[config.mk]
export PLATFORM = sky130hd
export DESIGN_NAME = alu_commit_arbiter
export DESIGN_NICKNAME = d
export VERILOG_FILES = /design/src/rtl/core_config_pkg.sv /design/src/rtl/rr_arbiter.sv /design/src/rtl/alu_commit_arbiter.sv
export SDC_FILE = /design/constraint.sdc
export NUM_CORES = 1
export LEC_CHECK = 0
export ABC_AREA = 1
export BUFFER_PORTS_ARGS = -buffer_cell sky130_fd_sc_hd__buf_2
export CAP_MARGIN = 30
export CORE_MARGIN = 5
export CORE_UTILIZATION = 35
export DETAILED_ROUTE_END_ITERATION = 6
export SYNTH_ARGS = -nofsm -noshare
export SYNTH_HDL_FRONTEND = slang
export SYNTH_HIERARCHICAL = 1
export SYNTH_SLANG_ARGS = --single-unit
[constraint.sdc]
create_clock -name clk -period 5.96 [get_ports clk]
set_clock_uncertainty 0.15 [all_clocks]
set_input_delay 0.596 -clock clk [delete_from_list [all_inputs] [get_ports clk]]
set_output_delay 0.596 -clock clk [all_outputs]
set_load 0.005 [all_outputs]
[src/rtl/core_config_pkg.sv]
// Core-wide configuration constants and the per-ALU result record used by
// integration glue to pack and unpack the flattened commit buses.
package core_config_pkg;

  localparam int XLEN          = 32;
  localparam int REG_ADDR_W    = 5;
  localparam int NUM_ALU_UNITS = 4;

  typedef struct packed {
    logic [XLEN-1:0]       res;
    logic [REG_ADDR_W-1:0] rd;
    logic                  valid;
    logic                  error;
  } alu_result_t;

endpackage

[src/rtl/rr_arbiter.sv]
// Combinational round-robin priority encoder: picks the first set request
// at or above rr_ptr, wrapping from NUM_REQ-1 back to 0.
module rr_arbiter #(
  parameter int NUM_REQ = 4,
  parameter int IDX_W   = $clog2(NUM_REQ)
) (
  input  logic [NUM_REQ-1:0] req,
  input  logic [IDX_W-1:0]   rr_ptr,
  output logic               grant_valid,
  output logic [IDX_W-1:0]   grant_idx
);

  logic [IDX_W-1:0] cand;

  always_comb begin
    grant_valid = 1'b0;
    grant_idx   = '0;
    cand        = '0;
    for (int k = 0; k < NUM_REQ; k++) begin
      cand = IDX_W'((int'(rr_ptr) + k) % NUM_REQ);
      if (!grant_valid && req[cand]) begin
        grant_valid = 1'b1;
        grant_idx   = cand;
      end
    end
  end

endmodule

[src/rtl/alu_commit_arbiter.sv]
// Commit stage behind the ALUs: round-robin selects one finished result per
// cycle, writes it to the register file, and pulses a clear back to its unit.
module alu_commit_arbiter
  import core_config_pkg::*;
#(
  parameter int NUM_UNITS  = NUM_ALU_UNITS,
  parameter int XLEN       = core_config_pkg::XLEN,
  parameter int REG_ADDR_W = core_config_pkg::REG_ADDR_W,
  parameter int CNT_W      = 32
) (
  input  logic                            clk,
  input  logic                            rst,
  input  logic [NUM_UNITS*XLEN-1:0]       unit_res,
  input  logic [NUM_UNITS*REG_ADDR_W-1:0] unit_rd,
  input  logic [NUM_UNITS-1:0]            unit_valid,
  input  logic [NUM_UNITS-1:0]            unit_error,
  output logic [NUM_UNITS-1:0]            unit_clear,
  input  logic                            wb_stall,
  output logic                            wb_we,
  output logic [REG_ADDR_W-1:0]           wb_rd,
  output logic [XLEN-1:0]                 wb_data,
  output logic                            exc_valid,
  output logic [$clog2(NUM_UNITS)-1:0]    exc_unit,
  output logic [CNT_W-1:0]                commit_cnt
);

  localparam int IDX_W = $clog2(NUM_UNITS);

  logic [IDX_W-1:0]      rr_ptr;
  logic [IDX_W-1:0]      rr_next;
  logic [IDX_W-1:0]      grant_idx;
  logic                  grant_valid;
  logic [NUM_UNITS-1:0]  req;
  logic [NUM_UNITS-1:0]  grant_onehot;
  logic [XLEN-1:0]       grant_res;
  logic [REG_ADDR_W-1:0] grant_rd;
  logic                  grant_error;

  // A unit being cleared this cycle still shows its stale valid; mask it.
  assign req = wb_stall ? '0 : (unit_valid & ~unit_clear);

  rr_arbiter #(
    .NUM_REQ (NUM_UNITS),
    .IDX_W   (IDX_W)
  ) u_rr_arbiter (
    .req         (req),
    .rr_ptr      (rr_ptr),
    .grant_valid (grant_valid),
    .grant_idx   (grant_idx)
  );

  always_comb begin
    grant_res    = unit_res[int'(grant_idx)*XLEN +: XLEN];
    grant_rd     = unit_rd[int'(grant_idx)*REG_ADDR_W +: REG_ADDR_W];
    grant_error  = unit_error[grant_idx];
    grant_onehot = NUM_UNITS'(1) << grant_idx;
    rr_next      = IDX_W'((int'(grant_idx) + 1) % NUM_UNITS);
  end

  always_ff @(posedge clk or posedge rst) begin
    if (rst) begin
      unit_clear <= '0;
      wb_we      <= 1'b0;
      wb_rd      <= '0;
      wb_data    <= '0;
      exc_valid  <= 1'b0;
      exc_unit   <= '0;
      commit_cnt <= '0;
      rr_ptr     <= '0;
    end else if (grant_valid) begin
      unit_clear <= grant_onehot;
      commit_cnt <= commit_cnt + 1'b1;
      rr_ptr     <= rr_next;
      if (grant_error) begin
        exc_valid <= 1'b1;
        exc_unit  <= grant_idx;
        wb_we     <= 1'b0;
      end else begin
        // Writes to x0 are suppressed but the result still retires.
        exc_valid <= 1'b0;
        wb_we     <= (grant_rd != '0);
        wb_rd     <= grant_rd;
        wb_data   <= grant_res;
      end
    end else begin
      unit_clear <= '0;
      wb_we      <= 1'b0;
      exc_valid  <= 1'b0;
    end
  end

endmodule

# [Yosys cells after proc, flatten, opt, wreduce, memory -nomap -nowiden]
# Index checks and enable logic that the tools add are counted.
[classes] div=0 shift=3 mux=24 order_cmp=5 eq_ne=0 bitwise_logic=3 n_reduce_logical=9 n_mul=1 n_addsub=5
[op_table] operator="$shiftx A128 B8 Y32" count=1
[op_table] operator="$add A32 B1 Y32 const B" count=1
[op_table] operator="$shiftx A20 B6 Y5" count=1
[op_table] operator="$lt A2 B3 Y1 const B" count=5
[op_table] operator="$mux W1" count=13
[op_table] operator="$bmux W1 S2" count=5
[op_table] operator="$mux W2" count=4
[op_table] operator="$mux W4" count=2
[op_table] operator="$mul A2 B3 Y5 const B" count=1
[op_table] operator="$reduce_bool A5 Y1" count=1
[op_table] operator="$add A2 B1 Y2 const B" count=2
[op_table] operator="$add A2 B2 Y2 const B" count=2
[op_table] operator="$and A4 B4 Y4" count=1
[op_table] operator="$not A4 Y4" count=1
[op_table] operator="$reduce_and A2 Y1" count=2
[op_table] operator="$shl A1 B2 Y4 const A" count=1
[op_table] operator="$logic_and A1 B1 Y1" count=3
[op_table] operator="$logic_not A1 Y1" count=3
[op_table] operator="$not A1 Y1" count=1
[word_totals] latchBits=0 input_bits=159 reg_bits=79 elab_cells=58 n_memories=0 rom_bits=0 mem_bits_rw=0

# [Depth between registers and ports, before layout]
[depth] depth_word=20 mapped_depth=19 mapped_depth_nobuf=18

# [Cells and area by module]
# Netlist, hierarchy kept.
[modules_own_cells] module="alu_commit_arbiter" instances=1 cells_per_inst=625 area_each_um2=4650.7
[modules_own_cells] module="rr_arbiter" instances=1 cells_per_inst=59 area_each_um2=319.1

# [Worst setup path before layout]
# OpenSTA, ideal clock, no wires.
[synth_timing] kind="in2reg" startpoint="input port wb_stall" endpoint="register rr_ptr[1]" arrival_time_ns=2.306 path_buffers=2 slack_ns=3.387 t_required_ns=5.693 stages=17 cell_sequence="nor3b_1 inv_1 nand2_1 nand2_1 nand2_1 nand2_1 nor2_1 nor2_2 nand2_1 nand2_1 inv_1 inv_2 buf_6 buf_2 ha_1 nand2_1 nand2_1"
[synth_via] elab_chain_cells=14
[synth_lines] element="start: declaration" line_no="alu_commit_arbiter.sv:18" text="input logic wb_stall,"
[synth_lines] element="$mux W4 *" line_no="alu_commit_arbiter.sv:40" text="assign req = wb_stall ? '0 : (unit_valid & ~unit_clear);"
[synth_lines] element="$bmux W1 S2" line_no="rr_arbiter.sv:21" text="if (!grant_valid && req[cand]) begin"
[synth_lines] element="$mux W1 (implied by the code)" line_no="rr_arbiter.sv:21"
[synth_lines] element="$mux W1" line_no="rr_arbiter.sv:21"
[synth_lines] element="$logic_not A1 Y1" line_no="rr_arbiter.sv:21"
[synth_lines] element="$logic_and A1 B1 Y1" line_no="rr_arbiter.sv:21"
[synth_lines] element="$mux W1" line_no="rr_arbiter.sv:21"
[synth_lines] element="$logic_not A1 Y1" line_no="rr_arbiter.sv:21"
[synth_lines] element="$logic_and A1 B1 Y1" line_no="rr_arbiter.sv:21"
[synth_lines] element="$mux W1" line_no="rr_arbiter.sv:21"
[synth_lines] element="$logic_not A1 Y1" line_no="rr_arbiter.sv:21"
[synth_lines] element="$logic_and A1 B1 Y1" line_no="rr_arbiter.sv:21"
[synth_lines] element="$mux W2 *" line_no="rr_arbiter.sv:21"
[synth_lines] element="net grant_idx[0]" line_no="alu_commit_arbiter.sv:31" text="logic [IDX_W-1:0] grant_idx;"
[synth_lines] element="$add A2 B1 Y2 *" line_no="alu_commit_arbiter.sv:57" text="rr_next = IDX_W'((int'(grant_idx) + 1) % NUM_UNITS);"
[synth_lines] element="net rr_next[1]" line_no="alu_commit_arbiter.sv:30" text="logic [IDX_W-1:0] rr_next;"
[synth_lines] element="end signal: assignment" line_no="alu_commit_arbiter.sv:73" text="rr_ptr <= rr_next;"
[synth_lines] element="end: declaration" line_no="alu_commit_arbiter.sv:29" text="logic [IDX_W-1:0] rr_ptr;"
# Mark *: on every way through the listed nets, which the timed path passes. The rest lies on a longest branch. The select of a mux whose other input is x is not followed.
# A chain may end at the register's enable or synchronous reset.

# [Final worst setup path]
[layout_timing] startpoint="register rr_ptr[0]" endpoint="register wb_rd[3]"
[layout_via] elab_chain_cells=16
[layout_lines] element="parallel branches: the longest is 11 deep, another holds $add A2 B1 Y2"
[layout_lines] element="$mux W2 *" line_no="rr_arbiter.sv:21"
[layout_lines] element="net grant_idx[0]" line_no="alu_commit_arbiter.sv:31"
[layout_lines] element="parallel branches: the longest is 4 deep, another holds $mul A2 B3 Y5"
[layout_lines] element="end signal: assignment" line_no="alu_commit_arbiter.sv:82" text="wb_rd <= grant_rd;"
[layout_lines] element="end: declaration" line_no="alu_commit_arbiter.sv:20" text="output logic [REG_ADDR_W-1:0] wb_rd,"
# Mark *: on every way through the listed nets, which the timed path passes. The select of a mux whose other input is x is not followed.

==> impl_results.md <==
- Final Core Density: 0.470
- Detailed Routing Iterations Pass 1: 4
- Max VDD drop: 0.401 mV
- Post-synthesis sequential area ratio: 0.398
- Initial antenna violation count: 0
- Fin cells: 1086
- Rows: 43
- Post-synthesis cell count: 684
- Starting Density: 0.358
- CP max stage cell: dfrtp_1
- Clk slew on worst S/H paths: 0.06 ns
- Yosys cell types: 31
- F_max: 0.260 GHz
- R2r setup slk: 2.12 ns
- GPL Wtd Cong: 0.790
- Number of flops mapped to enable cells by yosys: 0
- Slowest Stage Delay on Critical Path: 0.66 ns
- I/O pins: 236
- Clk_lat worst skew: 0.34 ns
- Post-layout min period: 3.84 ns
- Hold Fails Final Rpt: 0
- Via/cell ratio: 4.79
- Initial DRC count: 293
- CTS root buf: clkbuf_16
- Post-synth ARST share: 1.00
- Worst EP arrival: 3.94 ns
- Crit path capture type: register
- Critical-path maximum fanout: 79
- Reg2Reg Depth: 17
- # nets final: 1064
- Pwr Density: 687 nW/um^2
- Critical path type: register to register
- # fillers: 1463
- Commonest register cell after synthesis: dfrtp_1
- CP Cell Sequence: inv_2, nand2_1, nand2_2, nand2_2, nand2_2, nor2_4, nand3_2, nand2_1, nand2_1, inv_2, buf_4, nand2_1, nand3_1, nand2_2, nand2_4, nand2_1, o21ai_2
- Least-Margin Pin Slew: 0.714 ns
- Drt drc: 0
- FF-to-FF Start: rr_ptr[0]
- Layout Area Growth over Synthesis: 31.3%
- Core area: 13900 um^2
- Flops & latches, synth: 79
- CTS buffer count: 9
- H-tree depth: 3
- Congestion Overflow GR: 0
- Hold-fix buffers, CTS: 0
- First-pass GRT wire length: 24600 um
- Most instantiated cells after synthesis: nor2_1, nand2_1, dfrtp_1
- Die Width: 129 um
- Buffers added on ports: 235
- Yosys warns: 6
- Status: completed
- Largest net degree at the start of global routing: 80
- RR Endpoint: wb_rd[3]
- PostCTS Resize Cnt: 0
- Post-DP HPWL: 11900 um
- Die Ht: 129 um
- Worst Hold Class: primary input to asynchronous set/reset pin
- Total die area: 16700 um^2
- Post-CTS Repair Setup Buffers: 0
- Clk buf depth: 2
- Most common cell in the netlist: nor2_1
- Slew Limit Fails: 0
- Most used cell, CP: nand2_1
- Post-Route WL: 15600 um
- Tot GR Track Use: 0.183
- Placed Cells incl. Taps: 1069
- Number of global-route vias before repair: 4954
- Area contributors post-synth: dfrtp_1, nor2_1, nand2_1
- Startpoint types: register
- Via count: 5198
- Synth area leader: dfrtp_1
- Post-synth top area share: 0.398
- Clock sink total: 79
- Syn nets: 848
- Unrepaired setup endpoints after global routing: false
- Avg WL per Cell: 14.4 um
- Mapped Area: 4970 um^2
- Slew HR: 0.524
- Setup TNS: 0 ns
- Leak pwr: 3.33 nW
- Antenna-violating nets left: 0
- Synthesized area per cell: 7.27 um^2
- Share of cells above drive strength 1: 0.330
- Final setup vio count: 0
- CTS tree: yes
- CP required: 6.06 ns
- Max cap viols: 0
- Crit share post-route: 0.645
==> stage by stage <==
stage	hold slack, ns	power (mW)	instance area, um^2	worst slack (ns)
finish	0.206	4.48	6530	2.12
global route	0.256	4.95	6520	1.72
CTS	0.212	4.55	6520	2.10
detailed placement	0.319	3.98	6220	1.94
global placement	0.316	3.94	6190	1.98
floorplan	0.329	3.37	4970	3.19
==> registers in the layout (all words and copies together), names as in the netlist <==
name        count
wb_rd           5
commit_cnt     32
exc_valid       1
exc_unit        2
rr_ptr          2
wb_data        32
wb_we           1
unit_clear      4
==> power by group <==
group          internal (mW)  leakage, nW  switching, mW
sequential             0.765        0.954          0.144
clock                  0.338        0.149          0.226
combinational           1.01         2.23           2.01
==> worst max-delay path by stage <==
stage | from | to | cells after the start | slack, ns
global route | rr_ptr[0] | wb_data[12] | 17 | 1.72
global placement | wb_stall | wb_rd[4] | 19 | 1.98
detailed placement | wb_stall | wb_data[16] | 19 | 1.94
CTS | rr_ptr[0] | wb_data[30] | 17 | 2.10
floorplan | rst | commit_cnt[0] | 1 | 3.19
finish | rr_ptr[0] | wb_rd[3] | 17 | 2.12
==> per-layer routing <==
metal / vias up / part of all wire / global-route usage
met4: 0 / 0.016 / 0.0519
met5: - / 0 / 0
met2: 163 / 0.49 / 0.313
met3: 16 / 0.065 / 0.0416
li1: 2659 / - / -
met1: 2360 / 0.43 / 0.234
==> worst max-delay path, delay by kind of cell (launching register included) <==
kind / cells / cell delay [ns]
DFF: 1 / 0.66
buffers and inverters: 3 / 0.78
and+or+nand+nor: 13 / 2.03
AOI/OAI and AO/OA: 1 / 0.07
==> cells in the final DEF, fill, tap and decap left out, types with 11 or more instances in the layout <==
cell type / count
buf_2: 235
nor2_1: 161
nand2_1: 123
dfrtp_1: 79
o21ai_0: 65
inv_1: 35
a21oi_1: 33
o22ai_1: 32
nand3_1: 31
nand2_2: 14
xor2_1: 12
xnor2_1: 11
==> cells by family after synthesis <==
logic type	after synthesis	synth area share
xor gates and xnor gates	23	0.0405
and+or+nand+nor	359	0.318
DFF	79	0.398
adders and majority gates	5	0.0126
buffers and inverters	77	0.0763
AOI/OAI and AO/OA	141	0.155
==> area by class of cell <==
type | count | area [um^2] | area share
timing repair buffer | 242 | 1250 | 0.191
multi-input combinational | 528 | 2610 | 0.400
sequential | 79 | 1980 | 0.303
antenna | 1 | 2.50 | 0.000383
inverter | 40 | 151 | 0.0232
tap | 180 | 225 | 0.0345
clock buffer | 10 | 239 | 0.0366
clock inverter | 6 | 68.8 | 0.0105
Power figures use the tool's default switching activity.
